[src/rtl/pll_seq_pkg.sv]
// Shared types and constants for the PLL divider sequencer.
package pll_seq_pkg;

  localparam int DIV_W = 5;
  localparam int PER_W = 6;
  localparam logic [DIV_W-1:0] DIV_DEFAULT = 5'd8;

  typedef enum logic [2:0] {
    IDLE,
    STEP,
    SETTLE,
    MEASURE,
    LOCKED,
    ERROR
  } state_t;

endpackage

[src/rtl/osc_edge_sync.sv]
// Two-flop synchronizer for the asynchronous osc input plus a one-cycle
// rising-edge pulse in the clock domain.
module osc_edge_sync (
  input  logic clock,
  input  logic reset,
  input  logic osc,
  output logic rise
);

  logic s1, s2, s3;

  always_ff @(posedge clock or posedge reset) begin
    if (reset) begin
      s1 <= 1'b0;
      s2 <= 1'b0;
      s3 <= 1'b0;
    end else begin
      s1 <= osc;
      s2 <= s1;
      s3 <= s2;
    end
  end

  assign rise = s2 & ~s3;

endmodule

[src/rtl/pll_div_sequencer.sv]
// Steps the PLL divider toward a requested target, waits for settling and
// measures the osc period to report lock. PLL_SEQ_SLEW_EN selects unit-step slewing.
module pll_div_sequencer
  import pll_seq_pkg::*;
#(
  parameter int unsigned SETTLE_CYC = 64,
  parameter int unsigned LOCK_CNT   = 4,
  parameter int unsigned TOL        = 1,
  parameter int unsigned TIMEOUT    = 1024
) (
  input  logic             clock,
  input  logic             reset,
  input  logic             osc,
  input  logic [DIV_W-1:0] req_div,
  input  logic             req_valid,
  output logic             req_ready,
  output logic [DIV_W-1:0] div,
  output logic             locked,
  output logic             lock_err,
  output logic             busy
);

  localparam int unsigned SW = $clog2(SETTLE_CYC + 1);
  localparam int unsigned TW = $clog2(TIMEOUT + 1);
  localparam int unsigned LW = $clog2(LOCK_CNT + 1);
  localparam logic [PER_W-1:0] PER_MAX = '1;

  state_t           state;
  logic [DIV_W-1:0] target;
  logic [DIV_W-1:0] next_div;
  logic [SW-1:0]    settle_cnt;
  logic [TW-1:0]    tmo_cnt;
  logic [LW-1:0]    lock_cnt;
  logic             armed;
  logic             rise;
  logic [PER_W-1:0] per_cnt;
  logic [PER_W-1:0] div_ext;
  logic [PER_W-1:0] diff;
  logic             in_tol;

  osc_edge_sync u_sync (
    .clock (clock),
    .reset (reset),
    .osc   (osc),
    .rise  (rise)
  );

  // per_cnt holds the cycles elapsed since the last edge; on an edge it is the period.
  always_ff @(posedge clock or posedge reset) begin
    if (reset)
      per_cnt <= '0;
    else if (rise)
      per_cnt <= PER_W'(1);
    else if (per_cnt != PER_MAX)
      per_cnt <= per_cnt + 1'b1;
  end

  assign div_ext = PER_W'(div);
  assign diff    = (per_cnt >= div_ext) ? (per_cnt - div_ext) : (div_ext - per_cnt);
  assign in_tol  = (diff <= PER_W'(TOL));

`ifdef PLL_SEQ_SLEW_EN
  assign next_div = (target > div) ? (div + 1'b1) : (div - 1'b1);
`else
  assign next_div = target;
`endif

  always_ff @(posedge clock or posedge reset) begin
    if (reset) begin
      state      <= SETTLE;
      div        <= DIV_DEFAULT;
      target     <= DIV_DEFAULT;
      locked     <= 1'b0;
      lock_err   <= 1'b0;
      busy       <= 1'b1;
      req_ready  <= 1'b0;
      settle_cnt <= '0;
      tmo_cnt    <= '0;
      lock_cnt   <= '0;
      armed      <= 1'b0;
    end else if (req_valid && req_ready) begin
      target    <= (req_div == '0) ? DIV_W'(1) : req_div;
      locked    <= 1'b0;
      lock_err  <= 1'b0;
      busy      <= 1'b1;
      req_ready <= 1'b0;
      state     <= STEP;
    end else begin
      case (state)
        IDLE, ERROR: ;
        STEP: begin
          if (div != target)
            div <= next_div;
          settle_cnt <= '0;
          state      <= SETTLE;
        end
        SETTLE: begin
          if (settle_cnt == SW'(SETTLE_CYC - 1)) begin
            settle_cnt <= '0;
            if (div != target) begin
              state <= STEP;
            end else begin
              state    <= MEASURE;
              armed    <= 1'b0;
              lock_cnt <= '0;
              tmo_cnt  <= '0;
            end
          end else begin
            settle_cnt <= settle_cnt + 1'b1;
          end
        end
        MEASURE: begin
          // The first edge after settling only arms the counter; its period is partial.
          if (rise)
            armed <= 1'b1;
          if (rise && armed && in_tol && (lock_cnt == LW'(LOCK_CNT - 1))) begin
            state     <= LOCKED;
            locked    <= 1'b1;
            busy      <= 1'b0;
            req_ready <= 1'b1;
            lock_cnt  <= '0;
          end else if (tmo_cnt == TW'(TIMEOUT - 1)) begin
            state     <= ERROR;
            lock_err  <= 1'b1;
            busy      <= 1'b0;
            req_ready <= 1'b1;
          end else begin
            tmo_cnt <= tmo_cnt + 1'b1;
            if (rise && armed)
              lock_cnt <= in_tol ? (lock_cnt + 1'b1) : '0;
          end
        end
        LOCKED: begin
          // A stalled osc shows up as a saturated counter rather than a late edge.
          if ((rise && !in_tol) || (per_cnt == PER_MAX)) begin
            state     <= MEASURE;
            locked    <= 1'b0;
            busy      <= 1'b1;
            req_ready <= 1'b0;
            lock_cnt  <= '0;
            tmo_cnt   <= '0;
            armed     <= 1'b1;
          end
        end
        default: begin
          state     <= IDLE;
          busy      <= 1'b0;
          req_ready <= 1'b1;
        end
      endcase
    end
  end

endmodule
[config.mk]
export PLATFORM = sky130hd
export DESIGN_NAME = pll_div_sequencer
export DESIGN_NICKNAME = d
export VERILOG_FILES = /design/src/rtl/pll_seq_pkg.sv /design/src/rtl/osc_edge_sync.sv /design/src/rtl/pll_div_sequencer.sv
export SDC_FILE = /design/constraint.sdc
export NUM_CORES = 1
export LEC_CHECK = 0
export ABC_AREA = 0
export ABC_CLOCK_PERIOD_IN_PS = 2780
export BUFFER_PORTS_ARGS = -buffer_cell sky130_fd_sc_hd__buf_2
export CAP_MARGIN = 30
export CORE_ASPECT_RATIO = 0.75
export CORE_MARGIN = 2
export CORE_UTILIZATION = 39
export DETAILED_ROUTE_END_ITERATION = 8
export PLACE_DENSITY = 0.68
export SETUP_SLACK_MARGIN = 0.2
export SYNTH_ARGS = -nofsm -noshare
export SYNTH_HDL_FRONTEND = slang
export SYNTH_HIERARCHICAL = 1
export SYNTH_SLANG_ARGS = --single-unit
[constraint.sdc]
create_clock -name clock -period 2.78 [get_ports clock]
set_input_delay 0.139 -clock clock [delete_from_list [all_inputs] [get_ports clock]]
set_output_delay 0.139 -clock clock [all_outputs]
set_load 0.05 [all_outputs]
After elaboration in Yosys (flattened, before gate mapping)
Index checks and enable logic that the tools add are counted. Widths: inputs -> output; s select.

Add/sub/neg operators: 6. Multipliers: 0. Divide/modulo/power cells: 0. Order comparisons: 2. Equality and inequality tests: 26. Shifts and indexed selects: 0. Muxes and demuxes: 47. Bitwise operators: 3. Reduce and logical (&&, ||, !) cells: 26.

Operators by type and width (number): $mux 11 (5); $mux 3 (12); $pmux 11 s3 (1); $mux 6 (3); $mux 1 (16); $ne 2x2->1 const B (8); $ne 3x3->1 const B (5); $pmux 3 s5 (1); $pmux 7 s2 (1); $reduce_and 7->1 (2); $reduce_and 3->1 (4); $add 11x1->11 const B (1); $eq 11x10->1 const B (1); $eq 3x2->1 const B (3); $pmux 1 s3 (3); $pmux 3 s3 (1); $reduce_bool 2->1 (4); $add 7x1->7 const B (1); $eq 7x6->1 const B (1); $mux 7 (1); $add 6x1->6 const B (1); $eq 3x3->1 const B (2); $eq 6x6->1 const B (1); $ge 6x5->1 (1); 25 further kinds (31).

Register bits: 48. Latch bits: 0. RAM bits: 0. ROM bits: 0. Input bits: 9. Output and inout port bits: 9. Memories: 0.

Longest topological paths before layout
Gate-level depths: netlist of the first run.

Depth in word-level cells: 9. Gate-level depth with buffers: 14. Depth with buffers taken out: 13.

By module
Netlist of the first run, hierarchy kept.

Modules (own cells, without submodules): pll_div_sequencer (times used 1, cells each 331, area each 2914.0 um^2, sequential area each 1131.1 um^2); osc_edge_sync (times used 1, cells each 5, area each 92.6 um^2, sequential area each 75.1 um^2).

Worst setup path before layout of the first run
No wires, ideal clock.

Path kind: flip-flop to flip-flop. From: reg div[1]. To: reg tmo_cnt[7]. Library setup time: 0.077 ns. Arrival time: 3.097 ns. Slack: -0.395 ns. Stages on the path, launching flop included: 12. Clock period less this slack: 3.175 ns. Cells stage by stage: dfrtp_1 -> inv_1 -> ha_1 -> nor2b_2 -> o221a_1 -> o2111a_1 -> a211oi_2 -> a211oi_2 -> a31oi_4 -> o21ai_4 -> or4_1 -> a21oi_1.

Word-level cells in the longest chain between the ends: 8. Elaborated cells between the ends (all ways): 15. Classes of those cells: add/sub: 2; order compare: 2; eq/ne: 4; mux: 1; reduce/logical: 6.

Ends and longest elaborated chain: start: declaration (line pll_div_sequencer.sv:17) `output logic [DIV_W-1:0] div,`; start signal: assignment (line pll_div_sequencer.sv:93) `div <= next_div;`; $sub 5x6->6 (tied with other cells) (line pll_div_sequencer.sv:59) `assign diff = (per_cnt >= div_ext) ? (per_cnt - div_ext) : (div_ext - per_cnt);`; $mux 6 (line pll_div_sequencer.sv:59); $le 6x1->1 (line pll_div_sequencer.sv:60) `assign in_tol = (diff <= PER_W'(TOL));`; $logic_not 1->1 (line pll_div_sequencer.sv:135) `if ((rise && !in_tol) || (per_cnt == PER_MAX)) begin`; $logic_and 1x1->1 (line pll_div_sequencer.sv:135); $logic_or 1x1->1 (line pll_div_sequencer.sv:135); $ne 2x2->1 (no line); $reduce_and 7->1 (no line) (*); end signal: assignment (line pll_div_sequencer.sv:128) `tmo_cnt <= tmo_cnt + 1'b1;`; end: declaration (line pll_div_sequencer.sv:32) `logic [TW-1:0] tmo_cnt;`.

Mark *: on every way between the ends. The rest lies on a longest branch, timed or not. A chain may end at the register's enable or synchronous reset.

Worst setup path after layout of the first run
From: reg per_cnt[0]. To: reg tmo_cnt[5].

Word-level cells in the longest chain between the ends: 8. Elaborated cells between the ends (all ways): 14. Classes of those cells: add/sub: 2; order compare: 2; eq/ne: 3; mux: 1; reduce/logical: 6.

Ends and longest elaborated chain: start: declaration (line pll_div_sequencer.sv:36) `logic [PER_W-1:0] per_cnt;`; start signal: assignment (line pll_div_sequencer.sv:55) `per_cnt <= per_cnt + 1'b1;`; $sub 5x6->6 (tied with other cells) (line pll_div_sequencer.sv:59); $mux 6 (line pll_div_sequencer.sv:59); $le 6x1->1 (line pll_div_sequencer.sv:60); $logic_not 1->1 (line pll_div_sequencer.sv:135); $logic_and 1x1->1 (line pll_div_sequencer.sv:135); $logic_or 1x1->1 (line pll_div_sequencer.sv:135); $ne 2x2->1 (no line); $reduce_and 7->1 (no line) (*).

Marks and branches as above.

==> impl_results.md, run 1 <==
- Root buf cell: clkbuf_8
- Cell count after synthesis: 336
- Die area: 8440 sq um
- Syn Area/Cell: 8.95 sq um
- Grt total ovfl: 0
- RSZ-0062 raised after global routing: true
- Class of the worst hold path: input pin to flip-flop
- Fillers: 665
- Most frequent cell after synthesis: dfrtp_1
- Residual DRC: 0
- Worst path bufs/invs: 4
- Number of synthesized flops with an enable pin: 0
- Crit-path max cell delay: 0.40 ns
- Worst-path clk slew: 0.10 ns
- Max-cap viol count: 0
- Post-DP HPWL: 5280 microns
- Register area: 1220 sq um
- Crit path cell chain: inv_2 > ha_4 > inv_2 > fa_2 > a21oi_2 > o221ai_2 > buf_6 > mux2i_4 > a211o_2 > o31a_1 > buf_6 > o21ai_4 > o21ai_1 > o31ai_1
- Post-synthesis sequential area ratio: 40.1%
- Final instance area: 3870 sq um
- Total Routed Length: 7300 microns
- Cts bufs inserted: 5
- Final hold vios: 0
- H-Tree Level Count: 2
- Synth Net Count: 362
- Initial antenna violation count: 0
- Post-route minimum period: 2.93 ns
- Die W: 105 microns
- Power Density: 1180 nW/um^2
- Area leader, netlist: dfrtp_1
- Slowest CP cell: dfrtp_1
- ANT cells: 0
- Synth Flop Type: dfrtp_1
- Nets@finish: 423
- Leak pwr: 1.72 nW
- I/O Buffers: 17
- First DRT Iteration DRCs: 163
- Async S/R FF share, synth: 100%
- Final ANT Viol Nets: 0
- Synth Register Bits: 48
- Top Family by Delay on Critical Path: compound AO/OA/AOI/OAI gates
- First-pass detailed-route iteration total: 4
- Via count: 2,677
- CP arrival: 3.14 ns
- R2r setup slk: -0.15 ns
- Mapped Area: 3010 sq um
- CORE AREA: 7400 sq um
- Number of global-route vias before repair: 2,633
- Gr usage total: 18.6%
- WP data required: 2.99 ns
- Area grow syn2layout: 28.6%
- Area of the multi-input gates: 1820 sq um
- Startpoint Class: flip-flop
- Worst Setup Slack, final: -0.150 ns
- Io pins: 18
- FP Rows: 27
- Initial Util: 40.6%
- Max Clk Rate: 341 MHz
- Skew-Pair Late Insertion Delay: 0.31 ns
- Placer's final routability congestion estimate: 0.852
- Mean routed wirelength per cell: 14.6 microns
- Max Fanout on Critical Path: 8
- # setup viols final: 18
- Synth top area share: 36.6%
- Clock Sinks: 48
- Final period util: 105%
- Critical path class: flip-flop to flip-flop
- Avg Vias per Cell: 5.36
- First-pass GRT wire length: 12,600 microns
- Largest net degree at the start of global routing: 22
- Synth area leaders: dfrtp_1 (37%), ha_1 (6.2%), nand2_1 (5.2%)
- CTS tree: done
- Yosys cell types: 64
- Post-synth top cells: dfrtp_1 (44), nand2_1 (42), o21ai_0 (24)
- Crit. End Element: flip-flop
- Die boundary height: 80.0 microns
- Setup TNS Final: -1.57 ns
- Final Skew: 0.0143 ns
- VDD IR max: 639 uV
- Synth Warn #: 6
- Ratio of cells with drive above 1 in the final layout: 31.7%
- Status: finished with violations
- CTS max path bufs: 2
- Slew headroom: 47.5%
- Slew Limit Fails: 0
- Post-DP Area: 3490 sq um
- Worst-Margin Slew: 0.782 ns
- Failing checks: setup timing
==> tightest hold or removal path, stage by stage <==
cell and delay [ns]:
buf_2 0.10, nand2_1 0.05, nand2_1 0.04
==> power by group <==
part           leakage, nW  total [mW]  internal (mW)  switching [mW]
sequential           0.622        1.05          0.881           0.166
combinational         1.03        2.89           1.31            1.58
clock               0.0687       0.617          0.362           0.255
==> layout by cell type (no fill, tap or decap), drive strengths merged, types with 2 or more instances in the layout <==
cell	instances
xor2	5
nor4	4
nand2	43
o21a	2
a21oi	22
and3	6
nor2b	5
nor2	18
xnor2	3
nand3	11
mux2i	3
nand4	2
a211o	2
ha	15
o21ai	40
o31a	2
inv	22
o221ai	3
and2	5
nor3	8
dfstp	4
fa	2
dlygate4sd3	2
clkbuf	5
o31ai	8
a211oi	7
or3	5
a32o	2
buf	63
dfrtp	44
a31oi	3
or4	3
nand2b	8
or2	4
bufinv	2
==> worst paths after layout <==
| path | from | end | cells after the start |
|---|---|---|---|
| max reg2reg | per_cnt[0] | tmo_cnt[5] | 14 |
| max in group asynchronous | reset | div[3] | 4 |
| max | per_cnt[0] | tmo_cnt[5] | 14 |
| min in group asynchronous | reset | u_sync/s2 | 3 |
| min | req_div[3] | next_div[3] | 3 |
| min reg2reg | u_sync/s1 | u_sync/s2 | 0 |
==> per-stage QoR <==
stage               std cells  hold WS [ns]  setup WS, ns  total power, mW  utilization, %
floorplan                 336        -0.107        -0.175             2.72               -
finish                    499        0.0114        -0.150             4.56            52.3
global placement          477        0.0165        -0.149             3.37            47.1
detailed placement        477        0.0187        -0.222             3.41            47.1
global route              499        0.0135        -0.251             4.88            52.3
CTS                       499       0.00656        -0.130             4.46            52.1
==> sequential cells by signal, indices dropped and copies added (netlist names) <==
name,flops
locked,1
next_div,5
u_sync/s3,1
u_sync/s2,1
lock_cnt,3
settle_cnt,7
lock_err,1
div,5
state,3
armed,1
per_cnt,6
u_sync/s1,1
busy,1
req_ready,1
tmo_cnt,11
==> final cells by class <==
class	instances	share of cell area (%)
Clock buffer	5	1.78
Clock inverter	3	1.78
Inverter	22	2.26
Multi-Input combinational cell	255	47.1
Sequential cell	48	31.4
Tap cell	101	3.27
Timing Repair Buffer	65	12.4
==> routing by layer <==
metal	up-vias	global-route usage, %	routed length [microns]
met2	62	29.0	3220
li1	1330	-	-
met4	0	4.80	80
met1	1275	27.0	3720
met5	-	0	0
met3	10	3.02	279
==> cell families (layout without fill, tap and decap cells) <==
| group | Yosys count | in the layout | synth area share [%] |
|---|---|---|---|
| simple gates | 126 | 126 | 21.5 |
| compound gates | 100 | 101 | 22.4 |
| flops | 48 | 48 | 40.1 |
| buf+inv | 34 | 95 | 5.08 |
| fa+ha+maj | 17 | 17 | 7.57 |
| xor+xnor | 8 | 8 | 2.33 |
| mux | 3 | 3 | 0.999 |
==> repair_timing <==
| action | in CTS | in global routing |
|---|---|---|
| cloned | 1 | 0 |
| buffers inserted | 11 | 0 |
| setup endpoints to repair | 22 | 22 |
| endpoints found under the hold margin | 21 | 0 |
| hold buffers | 2 | 0 |
| pin swaps | 30 | 7 |
| gates resized for setup | 26 | 3 |
Power figures use the tool's default switching activity.
==> inputs of run 2 (changes only) <==
--- a/config.mk
+++ b/config.mk
@@ -13,6 +13,7 @@
 export CORE_MARGIN = 2
 export CORE_UTILIZATION = 39
 export DETAILED_ROUTE_END_ITERATION = 8
+export HOLD_SLACK_MARGIN = 0.1
 export PLACE_DENSITY = 0.68
 export SETUP_SLACK_MARGIN = 0.2
 export SYNTH_ARGS = -nofsm -noshare
==> run 2 against run 1 <==
Against the previous run:
- the flow still finishes with violations (setup timing)
- clock-buffer cell count unchanged
- hold slack better by 0.15 ns
- worst setup slack better by 0.011 ns
- clock skew down 0.0027 ns
- register-to-register slack about the same
- critical path depth unchanged
- sequential cell count unchanged
- first-iteration DRC count down 1.8%
- largest power group unchanged
==> impl_results.md, run 2 (synthesis gave the netlist of run 1 again) <==
- Worst Setup Slack, final: -0.139 ns (was -0.150 ns)
- Crit path cell chain: inv_2 > ha_4 > inv_2 > fa_2 > a21oi_2 > o221ai_2 > buf_6 > mux2i_4 > a211o_2 > o31a_1 > buf_6 > o21ai_4 > o21ai_1 > o31ai_1 (unchanged)
- Mean routed wirelength per cell: 14.6 microns (about the same)
- CP arrival: 3.13 ns (was 3.14 ns)
- Final period util: 105% (about the same)
- Class of the worst hold path: input pin to flip-flop (unchanged)
- Residual DRC: 0 (unchanged)
- # setup viols final: 17 (was 18)
- Failing checks: setup timing (unchanged)
- Critical path class: flip-flop to flip-flop (unchanged)
- First-pass detailed-route iteration total: 4 (unchanged)
- Largest registers: tmo_cnt (11), settle_cnt (7), per_cnt (6) (unchanged)
- Power Density: 1170 nW/um^2 (was 1180 nW/um^2)
- I/O Buffers: 17 (unchanged)
- Io pins: 18 (unchanged)
- Fillers: 656 (was 665)
- Slew headroom: 47.0% (was 47.5%)
- Initial antenna violation count: 0 (unchanged)
- Final Skew: 0.0115 ns (was 0.0143 ns)
- Final hold slack: 0.160 ns (was 0.0114 ns)
- R2r setup slk: -0.14 ns (was -0.15 ns)
- VDD IR max: 640 uV (was 639 uV)
- First-pass GRT wire length: 12,800 microns (was 12,600 microns)
- Die boundary height: 80.0 microns (unchanged)
- Final hold vios: 0 (unchanged)
- Slowest CP cell: dfrtp_1 (unchanged)
- First DRT Iteration DRCs: 160 (was 163)
- Via count: 2,683 (was 2,677)
- Hold path endpoint: req_ready (was next_div[3])
- Finished Layout Cells: 504 (was 499)
- ANT cells: 0 (unchanged)
- Reg-to-Reg Start: per_cnt[0] (unchanged)
- Total Routed Length: 7380 microns (was 7300 microns)
- CTS tree: done (unchanged)
- Skew-Pair Late Insertion Delay: 0.31 ns (about the same)
- Grt total ovfl: 0 (unchanged)
- Ratio of cells with drive above 1 in the final layout: 31.3% (was 31.7%)
- Placer's final routability congestion estimate: 0.852 (unchanged)
- Gr usage total: 18.9% (was 18.6%)
- Min-delay src: req_valid (was req_div[3])
- FP Rows: 27 (unchanged)
- Max-cap viol count: 0 (unchanged)
- Most common cell after layout, fill and taps aside: nand2_1 (unchanged)
- Initial Util: 40.6% (unchanged)
- WP data required: 2.99 ns (about the same)
- Crit. End Element: flip-flop (unchanged)
- Clock Sinks: 48 (unchanged)
- Largest reg by FF count: tmo_cnt (unchanged)
- CORE AREA: 7400 sq um (unchanged)
- Worst-Margin Slew: 0.790 ns (was 0.782 ns)
- Die W: 105 microns (unchanged)
- Worst path bufs/invs: 4 (unchanged)
- RSZ-0062 raised after global routing: true (unchanged)
- Worst-path clk slew: 0.10 ns (about the same)
- Post-layout util: 53.0% (was 52.3%)
- Max Clk Rate: 343 MHz (was 341 MHz)
- Leak pwr: 1.74 nW (was 1.72 nW)
- Top Family by Delay on Critical Path: compound AO/OA/AOI/OAI gates (unchanged)
- Area grow syn2layout: 30.3% (was 28.6%)
- Die area: 8440 sq um (unchanged)
- Status: finished with violations (unchanged)
- CTS max path bufs: 2 (unchanged)
- Nets@finish: 428 (was 423)
- Hold path depth: 3 (unchanged)
- Crit-path max cell delay: 0.40 ns (about the same)
- R2R cell count: 14 (unchanged)
- Largest net degree at the start of global routing: 22 (unchanged)
- Cts bufs inserted: 5 (unchanged)
- Commonest cells after routing, fill and taps aside: nand2_1 (42), buf_4 (41), dfrtp_1 (39) (unchanged)
- Slew Limit Fails: 0 (unchanged)
- Number of global-route vias before repair: 2,683 (was 2,633)
- R2R Path End: tmo_cnt[5] (unchanged)
- H-Tree Level Count: 2 (unchanged)
- Max Fanout on Critical Path: 8 (unchanged)
- Root buf cell: clkbuf_8 (unchanged)
- Post-route minimum period: 2.92 ns (was 2.93 ns)
- Post-DP HPWL: 5280 microns (unchanged)
- Final ANT Viol Nets: 0 (unchanged)
- DP Cell Count: 477 (unchanged)
- Startpoint Class: flip-flop (unchanged)
- Avg Vias per Cell: 5.32 (was 5.36)
- Max reg flops: 11 (unchanged)
run 2: cell count changes in the layout (fill, tap and decap cells not counted):
cell,delta
dlygate4sd3_1,+5
run 2: worst max path at each step:
stage            endpoint  slack [ns]  cells after the start  startpoint
2_1_floorplan  tmo_cnt[7]       -0.17                     13      div[3]
3_3_place_gp   tmo_cnt[8]       -0.15                     13  per_cnt[0]
3_5_place_dp   tmo_cnt[7]       -0.22                     13  per_cnt[0]
4_1_cts        tmo_cnt[9]       -0.13                     11      div[3]
5_1_grt        tmo_cnt[2]       -0.25                     15  per_cnt[0]
6_report       tmo_cnt[5]       -0.14                     14  per_cnt[0]
run 2: metal layers:
| metal | share of wire [%] | vias up | global-route usage (%) | wire, microns |
|---|---|---|---|---|
| li1 | - | 1336 | - | - |
| met1 | 50 | 1285 | 27.0 | 3720 |
| met2 | 45 | 52 | 29.8 | 3330 |
| met3 | 3.3 | 10 | 3.02 | 245 |
| met4 | 1.2 | 0 | 4.80 | 85 |
| met5 | 0 | - | 0 | 0 |
run 2: area by class of cell:
type,instances,area (sq um),area share [%]
Clock inverter,3,68.8,1.76
Sequential cell,48,1220,31.0
Tap cell,101,126,3.23
Multi-Input combinational cell,255,1820,46.5
Timing Repair Buffer,70,528,13.5
Clock buffer,5,68.8,1.76
Inverter,22,87.6,2.24
run 2: stage by stage:
stage | instance area, sq um | setup TNS, ns | setup WS, ns | total power [mW]
after global placement | 3490 | -1.86 | -0.149 | 3.37
final | 3920 | -1.46 | -0.139 | 4.56
after global routing | 3920 | -4.02 | -0.251 | 4.89
after detailed placement | 3490 | -2.47 | -0.222 | 3.41
after floorplan | 3080 | -1.23 | -0.175 | 2.72
after CTS | 3910 | -1.30 | -0.130 | 4.47
run 2: where the power goes:
part,switching [mW],internal [mW]
registers,0.165,0.881
clock network,0.255,0.362
logic,1.58,1.32
total,2.01,2.56
run 2: what timing repair did:
item	CTS	global route
setup buffers	11	0
pin swaps	30	7
cloned	1	0
hold buffers	7	0
endpoints found under the hold margin	26	0
resized for setup	26	3
setup endpoints to repair	22	22
run 2: tightest hold or removal path: cells and delay by family:
kind / cells / cell delay (ns)
simple gates: 1 / 0.13
buf+inv: 1 / 0.10
compound gates: 1 / 0.07
